==> config.mk <==
export PLATFORM = sky130hd
export DESIGN_NAME = aes_sram1_controller
export DESIGN_NICKNAME = d
export VERILOG_FILES = /design/src/rtl/aes_sram1_controller.sv
export SDC_FILE = /design/constraint.sdc
export NUM_CORES = 1
export LEC_CHECK = 0
export BUFFER_PORTS_ARGS = -buffer_cell sky130_fd_sc_hd__buf_4
export CAP_MARGIN = 0
export CORE_ASPECT_RATIO = 1.5
export CORE_UTILIZATION = 55
export DETAILED_ROUTE_END_ITERATION = 12
export GPL_ROUTABILITY_DRIVEN = 1
export PLACE_DENSITY = 0.77
export SYNTH_ARGS = -nofsm -noshare
export SYNTH_HDL_FRONTEND = slang
export SYNTH_SLANG_ARGS = --single-unit
==> constraint.sdc <==
create_clock -name clk -period 5.3 [get_ports clk]
set_clock_uncertainty 0.15 [all_clocks]
set_input_delay 0.53 -clock clk [delete_from_list [all_inputs] [get_ports clk]]
set_output_delay 0.53 -clock clk [all_outputs]
set_load 0.01 [all_outputs]
==> src/rtl/aes_sram1_controller.sv <==
// Block-transfer sequencer for the AES chip: reads 128-bit blocks from SRAM1
// and writes each processed result back to SRAM2 at the same address.
//
// state | meaning
// IDLE  | waiting for enable; addresses hold their last values
// READ  | r_en high for one cycle at the current block address
// WAIT  | waiting for the AES core to report the block done (flag_40)
// WRITE | w_en high for one cycle at the current block address
// NEXT  | advance to the next block or finish
// DONE  | de_fin pulse, then back to IDLE
module aes_sram1_controller #(
  parameter int ADDR_BITS   = 8,
  parameter int BLOCK_WORDS = 8
) (
  input  logic                 clk,
  input  logic                 n_rst,
  input  logic                 enable,
  input  logic                 en_or_de,
  input  logic [ADDR_BITS-1:0] s_addr,
  input  logic [ADDR_BITS-1:0] loc,
  input  logic                 flag_40,
  output logic                 r_en,
  output logic                 w_en,
  output logic [ADDR_BITS-1:0] r_addr,
  output logic [ADDR_BITS-1:0] w_addr,
  output logic                 de_fin,
  output logic                 mode_q
);

  typedef enum logic [2:0] {
    IDLE  = 3'd0,
    READ  = 3'd1,
    WAIT  = 3'd2,
    WRITE = 3'd3,
    NEXT  = 3'd4,
    DONE  = 3'd5
  } state_t;

  localparam logic [ADDR_BITS:0] STEP = (ADDR_BITS+1)'(BLOCK_WORDS);

  state_t                 state, state_d;
  logic [ADDR_BITS-1:0]   cur, cur_d;
  logic [ADDR_BITS-1:0]   last, last_d;
  logic                   mode_d;
  logic [ADDR_BITS:0]     cur_inc;
  logic                   at_end;

  // The extra carry bit catches the step past the top of the address space.
  assign cur_inc = {1'b0, cur} + STEP;
  assign at_end  = (cur >= last) || cur_inc[ADDR_BITS];

  always_comb begin
    state_d = state;
    cur_d   = cur;
    last_d  = last;
    mode_d  = mode_q;
    case (state)
      IDLE: begin
        if (enable) begin
          cur_d   = s_addr;
          last_d  = loc;
          mode_d  = en_or_de;
          state_d = READ;
        end
      end
      READ:  state_d = WAIT;
      WAIT:  if (flag_40) state_d = WRITE;
      WRITE: state_d = NEXT;
      NEXT: begin
        if (at_end) begin
          state_d = DONE;
        end else begin
          cur_d   = cur_inc[ADDR_BITS-1:0];
          state_d = READ;
        end
      end
      DONE:    state_d = IDLE;
      default: state_d = IDLE;
    endcase
  end

  // Strobes and addresses are registered from the next state so they line up
  // exactly with the state they belong to.
  always_ff @(posedge clk or negedge n_rst) begin
    if (!n_rst) begin
      state  <= IDLE;
      cur    <= '0;
      last   <= '0;
      mode_q <= 1'b0;
      r_en   <= 1'b0;
      w_en   <= 1'b0;
      de_fin <= 1'b0;
      r_addr <= '0;
      w_addr <= '0;
    end else begin
      state  <= state_d;
      cur    <= cur_d;
      last   <= last_d;
      mode_q <= mode_d;
      r_en   <= (state_d == READ);
      w_en   <= (state_d == WRITE);
      de_fin <= (state_d == DONE);
      if (state_d == READ)  r_addr <= cur_d;
      if (state_d == WRITE) w_addr <= cur_d;
    end
  end

endmodule

* Word-level counts from Yosys, hierarchy flattened
Cells that the tools add are included.
Word-level totals: bits of input ports 21, word-level logic and storage cells 28, output and inout port bits 20, bits in registers 39
Operators by class: reduce and logical (&&, ||, !) cells 3, equality and inequality tests 7, mux-type cells 7, add/sub/neg operators 1, magnitude comparators 1
Operator list (count):
- 8-bit two-way mux | 2
- 8-bit one-hot mux with 2 select lines | 1
- 3-bit one-hot mux with 5 select lines | 1
- 8-bit by 4-bit adder with 9-bit output (second input constant) | 1
- 3-bit by 2-bit equality test with 1-bit output (second input constant) | 3
- 3-bit two-way mux | 3
- 8-bit >= comparator | 1
- 3-bit by 1-bit equality test with 1-bit output (second input constant) | 2
- 3-bit equality test (second input constant) | 2
- 3-bit zero test | 1
- 2-bit AND reduction | 1
- 1-bit logical OR | 1

* Logic depth before layout (Yosys ltp)
depth after elaboration 5, mapped depth 10, gate-level depth less buffers 8

* Least setup slack after synthesis
OpenSTA, ideal clock, no wires.
kind register -> register, start point reg cur[6], end point reg r_addr[3], library setup time 125 ps, buffers on the path 2, required time 5025 ps, arrival time 2140 ps, stages on the path, launching flop included 9, period minus slack after synthesis 2415 ps, slack 2885 ps, cell sequence dfrtp_1 -> ha_1 -> and3_1 -> o211ai_1 -> o311a_1 -> buf_6 -> a31o_4 -> buf_6 -> mux2_4
On the way: word-level cells in the longest chain between the ends 5, elaborated cells between the ends (all ways) 8, those cells by class 1 x add/sub; 1 x order compare; 1 x eq/ne; 4 x mux; 1 x reduce/logical
RTL lines:
- start: declaration | RTL line 42 | logic [ADDR_BITS-1:0] cur, cur_d;
- start signal: assignment | RTL line 97 | cur <= cur_d;
- 8-bit by 4-bit adder with 9-bit output / 8-bit >= comparator (equally long branches) | RTL line 49, 50
- 1-bit logical OR (*) | RTL line 50 | assign at_end = (cur >= last) || cur_inc[ADDR_BITS];
- 3-bit two-way mux | RTL line 70 | if (at_end) begin
- 3-bit one-hot mux with 5 select lines | RTL line 57 | case (state)
- 3-bit by 1-bit equality test with 1-bit output | RTL line 103 | if (state_d == READ) r_addr <= cur_d;
- end signal: assignment | RTL line 103
- end: declaration | RTL line 24 | output logic [ADDR_BITS-1:0] r_addr,
Every way passes the cells marked *; elsewhere a longest branch is shown, timed or not. A chain may end at the register's enable or synchronous reset.

* Final worst setup path
start point reg cur[6], end point reg r_addr[5]
The elaborated chain is that of the path after synthesis.

==> reports/qor.yml <==
timing.rr.end: "r_addr[5]"
drive_above_1_share: 0.290
first_iter_violations: 24
finalPower_mw: 1.48
max_slew_margin: 0.226
postCtsSetupBuffers: 0
seqPwrFrac: 0.373
synth_nets: 209
clk_pin_slew_ns: 0.07
worst_pin_slew_ns: 1.16
p_leak_nw: 1.12
grt_overflow: 0
synth_cells: 179
switching_share: 0.402
yosysSeqAreaShare: 0.513
synthDistinctLibCells: 37
synthSimpleGateAreaFrac: 0.139
hpwl_um: 3060
max-vdd-ir-drop_mv: 0.394
synth.cells.most_frequent: "dfrtp_1 (39), nand2_1 (19), o21ai_0 (16), inv_1 (13), a21oi_1 (12)"
grt_util_met2: 0.437
pwr-share-comb: 0.474
ctsHoldBuffers: 0
grtUsageMet3: 0.0716
synthesis.area_um2: 1900
ys.flop_type: "dfrtp_1"
clock-sinks: 39
p_clk_frac: 0.152
nets: 246
cts_inserted_buffers: 5
rr_worst_depth: 6
switchingPower_mw: 0.594
r2r-start: "cur[6]"
start_util: 0.590
synth_top_family_by_area: "compound AO/OA/AOI/OAI gates"
grt_pass1_wl_um: 7000
wl_um: 4110
grtUsageTotal: 0.262
grt_pass1_vias: 1470
viasPerCell: 5.62
place_congestion: 0.876
powerDensity_nw_per_um2: 640
timing.final.max_slew_violations: 0
met1_usage: 0.296
muxShareOfSynthArea: 0.0684
clk_latency_ns: 0.30
synth_top_area_frac: 0.513
yosysTopAreaCell: "dfrtp_1"
multiInputGateArea_um2: 827
p_int_mw: 0.883
crit_family: "compound AO/OA/AOI/OAI gates"
row_count: 25
diodes: 0
cpMaxStageDelayCell: "dfrtp_1"
status: "complete, no violations"
synthMostInstantiatedCell: "dfrtp_1"
endpoint_kind: "register"
dieWidth_um: 50.0
crit_type: "register to register"
fmax_ghz: 0.367
ys_async_sr_fraction: 1.00
syn_area_per_cell_um2: 10.6
drc: 0
cts.path.max_buffers: 2
cp_num_buf_inv: 0
synth_edf_count: 0
regArea_um2: 976
finalSetupViolations: 0
syn_to_final_growth_pct: 21.2
setup_tns_ns: 0
nFillCells: 253
maxCapViolCount: 0
port_buffers: 40
synth_compound_area_frac: 0.161
die_y_um: 74.0
gr-max-usage-layer: "met2"
fp.dieArea_um2: 3700
synth_area_leaders: "dfrtp_1 (51%), ha_1 (5.9%), o21ai_0 (4.2%), nand2_1 (3.8%), a21oi_1 (3.2%)"
h-tree-depth: 2
ys_ff_latch: 39
synth_warnings: 0
synth_adder_area_share: 0.0592
cts_tree: "built"
crit_chain: "ha_1 > and3_1 > a221oi_1 > o311a_1 > a31o_4 > mux2_2"
dr.pass1.iters: 4
post_cts_resized: 0
wire_per_inst_um: 16.0
path_max_fanout: 12
rsz0062_at_grt: "false"
postRouteAntennaNets: 0
slowest_delay_ns: 0.48
core_area_um2: 3220
grt_antenna_before_repair: 0
synth-xor-area-share: 0.00461
ios: 41
post-route-period-util: 0.514
required_ns: 5.34
path_depth: 6
grt_max_degree: 40
hold_viol: 0
fin_crit_ns: 2.72
critPathArrivalTime_ns: 2.76
root_buffer: "clkbuf_8"
worst-r2r-setup-slack_ns: 2.58
num_vias: 1445
start_kind: "register"
hold_class: "primary input to asynchronous set/reset pin"
## kinds of logic after synthesis
group                      count (synthesis)
AOI/OAI and AO/OA                         43
xor gates and xnor gates                   1
adders and majority gates                  9
buffers and inverters                     23
DFF                                       39
muxes                                     11
and+or+nand+nor                           53
## worst register-to-register path: cells and delay by family (launching register included)
family	cells	cell delay (ns)
muxes	1	0.36
DFF	1	0.48
adders and majority gates	1	0.35
AOI/OAI and AO/OA	3	1.11
and+or+nand+nor	1	0.16
## power groups by stage
| stage | logic [mW] | clock network, mW | registers (mW) |
|---|---|---|---|
| floorplan | 0.479 | 0 | 0.550 |
| global placement | 0.664 | 0 | 0.545 |
| detailed placement | 0.704 | 0 | 0.555 |
| CTS | 0.709 | 0.230 | 0.550 |
| global route | 0.790 | 0.237 | 0.567 |
| finish | 0.701 | 0.225 | 0.551 |
## through the flow
step                      cells  hold WS [ns]   util  worst slack [ns]  instance area (um2)
after global placement      249         0.312  0.683              2.66                 2200
after CTS                   257        0.0475  0.716              2.58                 2310
after floorplan             179        0.0844      -              2.89                 1900
after global routing        257        0.0736  0.716              2.40                 2310
after detailed placement    249         0.323  0.683              2.58                 2200
final                       257        0.0353  0.716              2.58                 2310
## cells in the final DEF (no fill, tap or decap), types with 2 or more instances in the layout
cell type,Yosys,routed
o22ai_1,2,2
mux2_2,4,4
nor2_1,11,11
a21oi_1,12,12
and3_1,4,4
buf_4,0,40
a21o_1,2,2
ha_1,9,9
inv_1,13,13
o21ai_0,16,16
nand2_1,19,19
mux2_4,3,3
dfrtp_1,39,39
nand2b_1,4,4
o211ai_1,2,2
mux2i_1,4,4
nand3_1,5,5
clkbuf_8,0,7
nand3b_1,2,2
## cell type report
type | instances | share of cell area
Multi-Input combinational cell | 117 | 0.359
Clock inverter | 1 | 0.00326
Clock buffer | 7 | 0.0418
Timing Repair Buffer | 40 | 0.130
Inverter | 13 | 0.0212
Sequential cell | 39 | 0.423
Tap cell | 40 | 0.0217
## registers in the layout, summed over array words and instances (netlist names)
register,count
cur,8
de_fin,1
last,8
mode_q,1
r_addr,8
r_en,1
state,3
w_addr,8
w_en,1
## how the worst max path moves through the flow
stage           start         to
6_report       cur[6]  r_addr[5]
5_1_grt        cur[6]  r_addr[5]
4_1_cts        cur[6]  r_addr[5]
3_5_place_dp   cur[6]  r_addr[5]
3_3_place_gp   cur[6]  r_addr[5]
2_1_floorplan  cur[6]  r_addr[3]
## per-layer routing
metal,share of wire,vias up
met5,0,-
met4,0.042,0
met3,0.045,15
met2,0.51,47
met1,0.40,690
li1,-,693
Note: power is estimated with default switching activity, not from simulation.
